--- src/rtl/player_projectile_ctrl.sv ---
// Projectile pool for the player ship: turns fire-button edges into upward shots,
// moves them on step pulses and retires them on hits or at the top of the screen.
module player_projectile_ctrl #(
    parameter int NUM_PROJ       = 2,
    parameter int SPEED          = 4,
    parameter int COOLDOWN_STEPS = 3
) (
    input  logic                   clk_master,
    input  logic                   rst,
    input  logic                   pulse_stepCycle,
    input  logic                   fire,
    input  logic                   playerAlive,
    input  logic [9:0]             playerX,
    input  logic [8:0]             playerY,
    input  logic [9:0]             playerW,
    input  logic [9:0]             projW,
    input  logic [8:0]             projH,
    input  logic [NUM_PROJ-1:0]    projHit,
    output logic [NUM_PROJ*10-1:0] projX,
    output logic [NUM_PROJ*9-1:0]  projY,
    output logic [NUM_PROJ-1:0]    projActive,
    output logic [7:0]             shotsFired
);

    localparam int              CD_W    = (COOLDOWN_STEPS > 0) ? $clog2(COOLDOWN_STEPS + 1) : 1;
    localparam logic [CD_W-1:0] CD_LOAD = CD_W'(COOLDOWN_STEPS);
    localparam logic [8:0]      SPEED_Y = 9'(SPEED);

    logic [9:0]          x_q [NUM_PROJ];
    logic [9:0]          x_d [NUM_PROJ];
    logic [8:0]          y_q [NUM_PROJ];
    logic [8:0]          y_d [NUM_PROJ];
    logic [NUM_PROJ-1:0] active_q, active_d;
    logic [CD_W-1:0]     cooldown_q, cooldown_d;
    logic                pending_q, pending_d;
    logic                fire_prev_q, fire_prev_d;
    logic [7:0]          shots_q, shots_d;

    logic [NUM_PROJ-1:0] hit;
    logic [NUM_PROJ-1:0] free_slot;
    logic                fire_edge;
    logic                spawn;
    logic                placed;
    logic [9:0]          spawn_x;
    logic [8:0]          spawn_y;

    always_comb begin
        hit       = projHit & active_q;
        // A slot emptied by a hit this clock can be reused immediately; one leaving the top cannot.
        free_slot = ~active_q | hit;
        fire_edge = fire & ~fire_prev_q;
        spawn_x   = playerX + {1'b0, playerW[9:1]} - {1'b0, projW[9:1]};
        spawn_y   = playerY - projH;
        spawn     = pulse_stepCycle & pending_q & (cooldown_q == '0) & playerAlive
                    & (playerY >= projH) & (|free_slot);

        active_d = active_q;
        placed   = 1'b0;
        for (int i = 0; i < NUM_PROJ; i++) begin
            x_d[i] = x_q[i];
            y_d[i] = y_q[i];
            if (hit[i]) begin
                active_d[i] = 1'b0;
                x_d[i]      = '0;
                y_d[i]      = '0;
            end else if (pulse_stepCycle && active_q[i]) begin
                if (y_q[i] < SPEED_Y) begin
                    active_d[i] = 1'b0;
                    x_d[i]      = '0;
                    y_d[i]      = '0;
                end else begin
                    y_d[i] = y_q[i] - SPEED_Y;
                end
            end
            if (spawn && free_slot[i] && !placed) begin
                active_d[i] = 1'b1;
                x_d[i]      = spawn_x;
                y_d[i]      = spawn_y;
                placed      = 1'b1;
            end
        end

        cooldown_d = cooldown_q;
        if (spawn) begin
            cooldown_d = CD_LOAD;
        end else if (pulse_stepCycle && (cooldown_q != '0)) begin
            cooldown_d = cooldown_q - CD_W'(1);
        end

        shots_d = (spawn && (shots_q != 8'hFF)) ? shots_q + 8'd1 : shots_q;

        // A fresh edge survives a coinciding step so it is served on the next one.
        if (!playerAlive) begin
            pending_d = 1'b0;
        end else if (fire_edge) begin
            pending_d = 1'b1;
        end else if (pulse_stepCycle) begin
            pending_d = 1'b0;
        end else begin
            pending_d = pending_q;
        end

        fire_prev_d = fire;
    end

    always_ff @(posedge clk_master) begin
        if (!rst) begin
            for (int i = 0; i < NUM_PROJ; i++) begin
                x_q[i] <= '0;
                y_q[i] <= '0;
            end
            active_q    <= '0;
            cooldown_q  <= '0;
            pending_q   <= 1'b0;
            fire_prev_q <= 1'b1;
            shots_q     <= '0;
        end else begin
            for (int i = 0; i < NUM_PROJ; i++) begin
                x_q[i] <= x_d[i];
                y_q[i] <= y_d[i];
            end
            active_q    <= active_d;
            cooldown_q  <= cooldown_d;
            pending_q   <= pending_d;
            fire_prev_q <= fire_prev_d;
            shots_q     <= shots_d;
        end
    end

    for (genvar g = 0; g < NUM_PROJ; g++) begin : g_pack
        assign projX[10*g +: 10] = x_q[g];
        assign projY[9*g +: 9]   = y_q[g];
    end

    assign projActive = active_q;
    assign shotsFired = shots_q;

endmodule

--- config.mk ---
export PLATFORM = sky130hd
export DESIGN_NAME = player_projectile_ctrl
export DESIGN_NICKNAME = d
export VERILOG_FILES = /design/src/rtl/player_projectile_ctrl.sv
export SDC_FILE = /design/constraint.sdc
export NUM_CORES = 1
export LEC_CHECK = 0
export BUFFER_PORTS_ARGS = -buffer_cell sky130_fd_sc_hd__buf_2
export CORE_ASPECT_RATIO = 0.7
export CORE_MARGIN = 3
export CORE_UTILIZATION = 40
export CTS_CLUSTER_SIZE = 28
export DETAILED_ROUTE_END_ITERATION = 6
export SYNTH_ARGS = -nofsm -noshare
export SYNTH_HDL_FRONTEND = slang
export SYNTH_SLANG_ARGS = --single-unit
--- constraint.sdc ---
create_clock -name clk_master -period 2.7 [get_ports clk_master]
set_input_delay 0 -clock clk_master [delete_from_list [all_inputs] [get_ports clk_master]]
set_output_delay 0 -clock clk_master [all_outputs]
set_load 0.005 [all_outputs]
==> metrics <==
status=completed; gr ovfl total=0; Routed Antenna Nets=0; Area Growth Syn to Fin=22.4%; average wire per standard cell=14.2 um; TritonCTS clock tree=built; reg2reg start=cooldown_q[0]; die span in x=117 um; CP endpoint=x_q[0][18]; syn nets=496; IO buf count=100; layout cells sized above 1=25.3%; cts repair resizes=0; Max Cap Violations=0; wire length on met1=4500 um; residual DRC count=0; synth warn=0; RSZ-0062 raised after global routing=false; met2 wire len=3510 um; CP startpoint kind=primary input; Clock Sinks=52; crit path DAT=2.51 ns; Synth async-reset ratio=0%; Reg area=0.00104 mm2; top post-synthesis cells by count=inv_1, dfxtp_1, nand2_1, nor2_1, o21ai_0; TritonRoute pass-1 iters=4; peak supply drop=0.222 mV; number of antenna diodes=0; post-route minimum period=2.33 ns; post-CTS setup buffers=0; CTS clock-pin slew for the worst setup and hold paths=0.07 ns; first-pass GRT wire length=14300 um; most common cell in the netlist=inv_1; Seq/Total Area, Yosys=30.2%; r2r endpoint=y_q[0][14]; Core Region=0.00811 mm2; #FFs+latches synth=52; largest net degree at the start of global routing=20; Slew Limit Headroom=63.5%; Die Footprint=0.00980 mm2; critical path data required time=2.89 ns; post-DR vias/cell=5.27; Pleak=2.03 nW; Post-Syn Area=0.00345 mm2; nets=600; fillers=790; deepest clock path buffer count=2; Num CTS Buffers=5; worst-skew pair later-pin latency=0.29 ns; IO Pins=103; Detail Placement HPWL=7130 um; CP startpoint=playerX[1]; Avg Cell Area, Syn=8.46 um2; Fin Setup TNS=0 ns; Netlist cell types=66; Synth Flop Type=dfxtp_1; Reg2Reg Depth=8; PD cells=446 mW/mm2; final WL=8720 um; Max Fclk=429 MHz; initial drt markers=232; share of the synthesized area in the top cell type=30.2%; synth top area cells=dfxtp_1, ha_1, inv_1, fa_1, a22o_1; Final Hold Viols=0; vias in the first global route=2893; num rows=27; Die Y=83.7 um; Initial Utilization=42.6%; gpl congestion=0.930; Post-synth EDFFs=0; footprint of the multi-input gates=0.00215 mm2; # H-tree levels=2; DR vias=3237; cells after synthesis=408; # setup viols final=0; clk root buf=clkbuf_16; Worst Hold Path Cells=3; CP Class=primary input to flop; cell taking the most area after synthesis=dfxtp_1; initial antenna violation count=0; GRT Util Overall=17.9%; CP Capture Type=flop; worst min path class=primary input to flop; Setup Skew=0.00474 ns; fin. max-slew vios=0; Reg2Reg Setup Slack=0.50 ns; total power=1.88 mW; Worst-Margin Slew=0.546 ns; Final Cycle Share=86.3%; crit path max fanout=2; met3 WL=603 um; Top Metal Used=met4
## routing by layer
layer  vias up  GRT usage [%]
met5         -              0
met4         0           4.06
met3        12           3.70
met2       105           24.8
met1      1467           28.0
li1       1653              -
## sequential cells by signal, indices dropped and copies added, names as in the netlist
name	flops
fire_prev_q	1
pending_q	1
shotsFired	8
projActive	2
cooldown_q	2
y_q	18
x_q	20
## worst max-delay path, cell delays in order
cell and delay (ns):
buf_2 0.07, inv_1 0.04, fa_1 0.52, inv_1 0.07, fa_1 0.46, a21o_1 0.17
a21oi_1 0.23, o21ai_0 0.20, o41ai_1 0.39, xnor2_1 0.14, a22o_1 0.21
## power breakdown
part           leakage (nW)  switching, mW  internal [mW]  total [mW]
logic                  1.54          0.266          0.205       0.471
clock network        0.0742          0.289          0.347       0.637
registers             0.419        0.00316          0.774       0.777
## placed cells by master (no fill, tap or decap), types with 4 or more instances in the layout
cell       Yosys  layout
nor3_1        10      10
a21oi_1       21      21
clkbuf_16      0       5
dfxtp_1       52      52
ha_1          23      23
a21o_1         4       4
or3_1          6       6
o21a_1         9       9
xor2_1         5       5
o22ai_1        7       7
a22o_1        18      18
nor2_1        28      28
fa_1          10      10
buf_2          4     100
o21ai_0       24      24
nand3_1       10      10
xnor2_1       13      13
inv_1         57      57
nor2b_1        7       7
nand2_1       29      29
o22a_1         5       5
## timing repair
action | in CTS | in global routing
setup endpoints to repair | 0 | 0
hold endpoints to repair | 2 | 0
hold buffers | 2 | 0
## area by class of cell
type	count	share of cell area [%]
timing repair buffer	105	12.9
multi-input combinational	290	50.9
clock inverter	3	0.533
tap	101	2.99
inverter	58	5.15
sequential	52	24.6
clock buffer	5	2.96
## cells by family (layout without fill, tap and decap cells)
family                   Yosys count  in the layout  share of synthesized area [%]
buffers and inverters             66            171                           7.54
XOR/XNOR                          18             18                           4.57
multiplexers                       2              2                          0.616
adder cells (fa/ha/maj)           33             33                           14.1
AND/OR/NAND/NOR                  114            114                           16.5
flip-flops                        52             52                           30.2
AO/OA/AOI/OAI                    123            123                           26.5
## worst min path at each step
stage | startpoint | endpoint | slack (ns)
after floorplan | fire | fire_prev_q | 0.1
after global placement | fire | fire_prev_q | 0.19
after detailed placement | fire | fire_prev_q | 0.21
after CTS | projH[0] | y_q[0][9] | 0.08
after global routing | projH[0] | y_q[0][9] | 0.09
final | projH[0] | y_q[0][9] | 0.07
## per-stage QoR
stage                     hold WS, ns  instances  utilization, %  setup slack, ns  area [um2]
after floorplan                0.0972        408               -            0.433        3450
after global placement          0.185        604            50.0            0.135        4060
after detailed placement        0.207        604            50.0           0.0740        4060
after CTS                      0.0763        614            52.1            0.379        4230
after global routing           0.0891        614            52.1            0.138        4230
final                          0.0689        614            52.1            0.371        4230
No activity file was read; power rests on OpenSTA's default activity.
